===== config.mk =====
export PLATFORM = sky130hd
export DESIGN_NAME = alu_share_arbiter_flat
export DESIGN_NICKNAME = d
export VERILOG_FILES = /design/src/rtl/alu_share_arbiter_if.sv /design/src/rtl/alu_share_arbiter.sv /design/src/flat_wrapper.sv
export SDC_FILE = /design/constraint.sdc
export NUM_CORES = 1
export LEC_CHECK = 0
export ABC_AREA = 1
export CAP_MARGIN = 20
export CORE_AREA = 2 2 135 137
export DETAILED_ROUTE_END_ITERATION = 10
export DIE_AREA = 0 0 137 139
export PLACE_DENSITY = 0.73
export SKIP_CTS_REPAIR_TIMING = 1
export SLEW_MARGIN = 20
export SYNTH_ARGS = -nofsm -noshare
export SYNTH_HDL_FRONTEND = slang
export SYNTH_SLANG_ARGS = --single-unit

===== constraint.sdc =====
create_clock -name clk -period 8.8 [get_ports clk]
set_input_delay 1.32 -clock clk [delete_from_list [all_inputs] [get_ports clk]]
set_output_delay 1.32 -clock clk [all_outputs]
set_load 0.01 [all_outputs]

===== src/rtl/alu_share_arbiter_if.sv =====
// Bundle between the two requesters, the shared ALU and the arbiter.
// The arbiter connects through the slave modport; the surrounding logic uses master.
interface alu_share_arbiter_if #(
  parameter int WIDTH = 32
);
  logic             req0, req1;
  logic [WIDTH-1:0] opA0, opB0, opA1, opB1;
  logic [2:0]       cmd0, cmd1;
  logic             gnt0, gnt1;

  logic [WIDTH-1:0] alu_operandA, alu_operandB;
  logic [2:0]       alu_command;
  logic [WIDTH-1:0] alu_result;
  logic             alu_carryout, alu_zero, alu_overflow;

  logic             rsp_valid, rsp_id;
  logic [WIDTH-1:0] rsp_result;
  logic             rsp_carryout, rsp_zero, rsp_overflow;

  modport slave (
    input  req0, opA0, opB0, cmd0, req1, opA1, opB1, cmd1,
    output gnt0, gnt1,
    output alu_operandA, alu_operandB, alu_command,
    input  alu_result, alu_carryout, alu_zero, alu_overflow,
    output rsp_valid, rsp_id, rsp_result, rsp_carryout, rsp_zero, rsp_overflow
  );

  modport master (
    output req0, opA0, opB0, cmd0, req1, opA1, opB1, cmd1,
    input  gnt0, gnt1,
    input  alu_operandA, alu_operandB, alu_command,
    output alu_result, alu_carryout, alu_zero, alu_overflow,
    input  rsp_valid, rsp_id, rsp_result, rsp_carryout, rsp_zero, rsp_overflow
  );
endinterface


===== src/rtl/alu_share_arbiter.sv =====
// Round-robin share of one combinational ALU between two requesters: latch the
// winner's operands, hold them for SETTLE cycles, capture and return a tagged response.
module alu_share_arbiter #(
  parameter int WIDTH  = 32,
  parameter int SETTLE = 1
) (
  input  logic                 clk,
  input  logic                 reset,
  alu_share_arbiter_if.slave   bus
);
  localparam int NUM_PORTS = 2;
  localparam logic [3:0] CNT_INIT = 4'(SETTLE - 1);

  typedef enum logic [1:0] {IDLE, EXEC, RESP} state_e;

  typedef struct packed {
    logic [WIDTH-1:0] op_a;
    logic [WIDTH-1:0] op_b;
    logic [2:0]       cmd;
  } req_t;

  typedef struct packed {
    logic [WIDTH-1:0] result;
    logic             carry;
    logic             zero;
    logic             ovf;
    logic             id;
  } rsp_t;

  state_e                 state_q, state_d;
  logic [3:0]             cnt_q, cnt_d;
  logic                   last_q, last_d;
  logic                   cur_id_q, cur_id_d;
  req_t                   issue_q, issue_d;
  rsp_t                   rsp_q, rsp_d;

  logic [NUM_PORTS-1:0]   req, gnt;
  req_t [NUM_PORTS-1:0]   req_in;
  logic                   win_id;

  assign req       = {bus.req1, bus.req0};
  assign req_in[0] = '{op_a: bus.opA0, op_b: bus.opB0, cmd: bus.cmd0};
  assign req_in[1] = '{op_a: bus.opA1, op_b: bus.opB1, cmd: bus.cmd1};

  // On a tie the port that was not served last wins.
  always_comb begin
    gnt = '0;
    if (state_q == IDLE) begin
      unique case (req)
        2'b01:   gnt = 2'b01;
        2'b10:   gnt = 2'b10;
        2'b11:   gnt = last_q ? 2'b01 : 2'b10;
        default: gnt = '0;
      endcase
    end
  end

  assign win_id = gnt[1];

  always_comb begin
    state_d  = state_q;
    cnt_d    = cnt_q;
    last_d   = last_q;
    cur_id_d = cur_id_q;
    issue_d  = issue_q;
    rsp_d    = rsp_q;
    unique case (state_q)
      IDLE: begin
        if (|gnt) begin
          issue_d  = req_in[win_id];
          cur_id_d = win_id;
          cnt_d    = CNT_INIT;
          state_d  = EXEC;
        end
      end
      EXEC: begin
        if (cnt_q != 4'd0) begin
          cnt_d = cnt_q - 4'd1;
        end else begin
          rsp_d   = '{result: bus.alu_result, carry: bus.alu_carryout,
                      zero: bus.alu_zero, ovf: bus.alu_overflow, id: cur_id_q};
          last_d  = cur_id_q;
          state_d = RESP;
        end
      end
      RESP:    state_d = IDLE;
      default: state_d = IDLE;
    endcase
  end

  always_ff @(posedge clk or posedge reset) begin
    if (reset) begin
      state_q  <= IDLE;
      cnt_q    <= 4'd0;
      last_q   <= 1'b1;
      cur_id_q <= 1'b0;
      issue_q  <= '0;
      rsp_q    <= '0;
    end else begin
      state_q  <= state_d;
      cnt_q    <= cnt_d;
      last_q   <= last_d;
      cur_id_q <= cur_id_d;
      issue_q  <= issue_d;
      rsp_q    <= rsp_d;
    end
  end

  assign bus.gnt0         = gnt[0];
  assign bus.gnt1         = gnt[1];
  assign bus.alu_operandA = issue_q.op_a;
  assign bus.alu_operandB = issue_q.op_b;
  assign bus.alu_command  = issue_q.cmd;
  assign bus.rsp_valid    = (state_q == RESP);
  assign bus.rsp_id       = rsp_q.id;
  assign bus.rsp_result   = rsp_q.result;
  assign bus.rsp_carryout = rsp_q.carry;
  assign bus.rsp_zero     = rsp_q.zero;
  assign bus.rsp_overflow = rsp_q.ovf;

endmodule

===== src/flat_wrapper.sv =====
// flat-port wrapper written by rule: the top's interface ports become plain ports
module alu_share_arbiter_flat 
#(
  parameter int WIDTH  = 32,
  parameter int SETTLE = 1
)
  (clk, reset, bus_req0, bus_opA0, bus_opB0, bus_cmd0, bus_req1, bus_opA1, bus_opB1, bus_cmd1, bus_gnt0, bus_gnt1, bus_alu_operandA, bus_alu_operandB, bus_alu_command, bus_alu_result, bus_alu_carryout, bus_alu_zero, bus_alu_overflow, bus_rsp_valid, bus_rsp_id, bus_rsp_result, bus_rsp_carryout, bus_rsp_zero, bus_rsp_overflow);
  alu_share_arbiter_if #(.WIDTH(WIDTH)) bus_i ();
  input  logic clk;
  input  logic reset;
  input wire logic [$bits(bus_i.req0)-1:0] bus_req0;
  input wire logic [$bits(bus_i.opA0)-1:0] bus_opA0;
  input wire logic [$bits(bus_i.opB0)-1:0] bus_opB0;
  input wire logic [$bits(bus_i.cmd0)-1:0] bus_cmd0;
  input wire logic [$bits(bus_i.req1)-1:0] bus_req1;
  input wire logic [$bits(bus_i.opA1)-1:0] bus_opA1;
  input wire logic [$bits(bus_i.opB1)-1:0] bus_opB1;
  input wire logic [$bits(bus_i.cmd1)-1:0] bus_cmd1;
  output wire logic [$bits(bus_i.gnt0)-1:0] bus_gnt0;
  output wire logic [$bits(bus_i.gnt1)-1:0] bus_gnt1;
  output wire logic [$bits(bus_i.alu_operandA)-1:0] bus_alu_operandA;
  output wire logic [$bits(bus_i.alu_operandB)-1:0] bus_alu_operandB;
  output wire logic [$bits(bus_i.alu_command)-1:0] bus_alu_command;
  input wire logic [$bits(bus_i.alu_result)-1:0] bus_alu_result;
  input wire logic [$bits(bus_i.alu_carryout)-1:0] bus_alu_carryout;
  input wire logic [$bits(bus_i.alu_zero)-1:0] bus_alu_zero;
  input wire logic [$bits(bus_i.alu_overflow)-1:0] bus_alu_overflow;
  output wire logic [$bits(bus_i.rsp_valid)-1:0] bus_rsp_valid;
  output wire logic [$bits(bus_i.rsp_id)-1:0] bus_rsp_id;
  output wire logic [$bits(bus_i.rsp_result)-1:0] bus_rsp_result;
  output wire logic [$bits(bus_i.rsp_carryout)-1:0] bus_rsp_carryout;
  output wire logic [$bits(bus_i.rsp_zero)-1:0] bus_rsp_zero;
  output wire logic [$bits(bus_i.rsp_overflow)-1:0] bus_rsp_overflow;
  assign bus_i.req0 = bus_req0;
  assign bus_i.opA0 = bus_opA0;
  assign bus_i.opB0 = bus_opB0;
  assign bus_i.cmd0 = bus_cmd0;
  assign bus_i.req1 = bus_req1;
  assign bus_i.opA1 = bus_opA1;
  assign bus_i.opB1 = bus_opB1;
  assign bus_i.cmd1 = bus_cmd1;
  assign bus_gnt0 = bus_i.gnt0;
  assign bus_gnt1 = bus_i.gnt1;
  assign bus_alu_operandA = bus_i.alu_operandA;
  assign bus_alu_operandB = bus_i.alu_operandB;
  assign bus_alu_command = bus_i.alu_command;
  assign bus_i.alu_result = bus_alu_result;
  assign bus_i.alu_carryout = bus_alu_carryout;
  assign bus_i.alu_zero = bus_alu_zero;
  assign bus_i.alu_overflow = bus_alu_overflow;
  assign bus_rsp_valid = bus_i.rsp_valid;
  assign bus_rsp_id = bus_i.rsp_id;
  assign bus_rsp_result = bus_i.rsp_result;
  assign bus_rsp_carryout = bus_i.rsp_carryout;
  assign bus_rsp_zero = bus_i.rsp_zero;
  assign bus_rsp_overflow = bus_i.rsp_overflow;
  alu_share_arbiter #(.WIDTH(WIDTH), .SETTLE(SETTLE)) u_core (.clk(clk), .reset(reset), .bus(bus_i));
endmodule

==> flow_metrics.py <==
metrics = {
    "run_status": {
        "status": "finished, final reports clean",
    },
    "setup_path": {
        "crit_type": "input pin to output port",
        "crit_slowest_cell": "buf_4",
        "crit_chain": "buf_2, buf_4, nand3_2, inv_1, clkdlybuf4s50_1",
        "slowest_delay_ns": 0.60,
        "cp_max_fo": 70,
        "end_kind": "output port",
        "cp.arrival_ns": 2.80,
        "cp-start-kind": "input pin",
        "critPathRequiredTime_ns": 7.48,
    },
    "detailed_routing": {
        "drt-initial-drc-count": 273,
        "first_pass_iters": 6,
        "ant_nets": 0,
        "wire_per_inst_um": 14.3,
        "vias": 5428,
        "wl_mm": 17.1,
        "via_per_inst": 4.53,
        "drc": 0,
    },
    "placement": {
        "place_inst": 1182,
        "routabilityCongestion": 0.790,
        "dp_hpwl_mm": 11.6,
        "io_buffers": 278,
    },
    "logic_synthesis": {
        "synth_nets": 892,
        "postSynthAreaPerCell_um2": 7.47,
        "synth-seq-area-share_pct": 51.9,
        "syn_inst": 717,
        "synth_warnings": 0,
        "yosys_register_bits": 111,
        "synth_cell_types": 22,
        "synth_area_mm2": 0.00536,
    },
    "finish": {
        "layout-drive-gt1-share_pct": 3.51,
        "final_cell_count_no_fill": 1198,
        "layout_common_cells": "nand2_1, clkdlybuf4s50_1, dfrtp_1",
        "layout_commonest_cell": "nand2_1",
        "syn_to_final_growth_pct": 59.2,
        "n_antenna_cell": 0,
        "nets": 1139,
    },
    "global_route": {
        "grt_pass1_vias": 5286,
        "grt_max_degree": 71,
        "antenna_found_initial": 0,
        "grt_overflow": 0,
        "grt_first_pass_wirelength_mm": 27.1,
        "grt_usage_pct": 17.9,
    },
    "clock_tree": {
        "numCtsBuffers": 9,
        "cts.sinks": 111,
        "htreeDepth": 3,
        "cts_tree": "built",
        "clk_latency_ns": 0.35,
        "clockRootBuffer": "clkbuf_16",
        "clock_path_buffers": 2,
        "clkTransAtPathRegs_ns": 0.09,
    },
    "timing": {
        "worst_pin_slew_ns": 0.851,
        "rsz0062_at_grt": "false",
        "min_period_over_period_pct": 46.9,
        "slew_violations": 0,
        "clock-skew-final_ns": 0.0143,
        "relSlewSlack_pct": 43.3,
        "setup_viol": 0,
        "finalHoldViolations": 0,
        "setup_tns_ns": 0,
        "clock.fmax_ghz": 0.243,
        "period_minus_slack_ns": 4.12,
    },
    "floorplan": {
        "initial_core_util_pct": 30.3,
        "die_area_mm2": 0.0190,
        "coreArea_mm2": 0.0177,
        "io_pins": 279,
        "die_h_um": 139,
        "rows": 49,
        "die_w_um": 137,
    },
    "pwr": {
        "leakagePower_uw": 0.00422,
        "ir_worst_vdd_mv": 0.150,
        "powerDensity_mw_per_mm2": 328,
    },
    "flow_run": {
        "maxCapViolCount": 0,
    },
    "worst_hold_path": {
        "min_path_type": "flip-flop to flip-flop",
    },
}
routing by layer:
| metal | GRT usage [%] | vias to the layer above | wire length, um |
|---|---|---|---|
| met3 | 4.28 | 30 | 1270 |
| met5 | 0 | - | 0 |
| met1 | 21.7 | 2451 | 7230 |
| met2 | 30.1 | 193 | 8160 |
| li1 | - | 2754 | - |
| met4 | 7.33 | 0 | 444 |
power by group:
group          switching (uW)  total [uW]  leakage, uW  internal, uW
clock                     210         411     0.000144           202
combinational             813        1490      0.00270           680
sequential                133         896      0.00137           763
total                    1160        2800      0.00422          1640
flip-flops by register name (all words and copies together), names as in the netlist, 2 cells and up:
register and count:
u_core.bus.alu_command 3, u_core.bus.alu_operandA 32, u_core.bus.alu_operandB 32, u_core.bus.rsp_result 32
u_core.cnt_q 4, u_core.state_q 2
cell type report:
| cell class | instances | area [um2] |
|---|---|---|
| Inverter | 11 | 43.8 |
| Clock inverter | 7 | 77.6 |
| Fill cell | 1781 | 9130 |
| Sequential cell | 111 | 2780 |
| Multi-Input combinational cell | 545 | 2280 |
| Clock buffer | 9 | 225 |
| Timing Repair Buffer | 286 | 2840 |
| Tap cell | 229 | 287 |
path summary, 6_finish.rpt:
| kind | from | end | slack, ns | cells past startpoint |
|---|---|---|---|---|
| max | bus_req1 | bus_gnt1 | 4.68 | 5 |
| min in group asynchronous | reset | u_core.bus.alu_operandA[12]$_DFFE_PP0P_ | 1.37 | 2 |
| min reg2reg | u_core.bus.rsp_carryout$_DFFE_PP0P_ | u_core.bus.rsp_carryout$_DFFE_PP0P_ | 0.48 | 2 |
| min | u_core.bus.rsp_carryout$_DFFE_PP0P_ | u_core.bus.rsp_carryout$_DFFE_PP0P_ | 0.48 | 2 |
| max reg2reg | u_core.state_q[1]$_DFFE_PP0P_ | u_core.bus.alu_operandB[0]$_DFFE_PP0P_ | 6.08 | 8 |
| max in group asynchronous | reset | u_core.bus.alu_operandB[9]$_DFFE_PP0P_ | 6.12 | 3 |
cells in the mapped netlist (all sizes together):
| library cell | n | area (um2) |
|---|---|---|
| nand2 | 459 | 1730 |
| ha | 2 | 25.0 |
| o21ai | 3 | 26.3 |
| inv | 11 | 41.3 |
| nand4 | 67 | 419 |
| dfrtp | 110 | 2750 |
| xor2 | 1 | 8.76 |
| a21oi | 2 | 10.0 |
| nand3 | 5 | 30.0 |
| dfstp | 1 | 26.3 |
| nor2 | 6 | 32.5 |
| buf | 32 | 193 |
| clkbuf | 18 | 67.6 |
cells by family (layout without fill, tap and decap cells):
family	count (synthesis)	in the layout	share of synthesized area [%]
AND/OR/NAND/NOR	537	537	41.2
flip-flops	111	111	51.9
XOR/XNOR	1	1	0.164
adder cells (fa/ha/maj)	2	2	0.467
buffers and inverters	61	313	5.63
AO/OA/AOI/OAI	5	5	0.677
worst max-delay path, delay by kind of cell:
family | cells | cell delay [ns]
buf+inv | 4 | 1.29
simple gates | 1 | 0.15
metrics by stage:
| step | hold WS, ns | cell area, um2 | util [%] | total power (uW) | worst slack [ns] |
|---|---|---|---|---|---|
| floorplan | 0.442 | 5360 | - | 1700 | 4.55 |
| global route | 0.487 | 8530 | 48.3 | 3040 | 4.58 |
| CTS | 0.478 | 8530 | 48.3 | 2850 | 4.70 |
| global placement | 0.453 | 8220 | 46.6 | 2390 | 4.69 |
| detailed placement | 0.457 | 8220 | 46.6 | 2420 | 4.69 |
| finish | 0.476 | 8530 | 48.3 | 2800 | 4.68 |
Note: power is estimated with default switching activity, not from simulation.
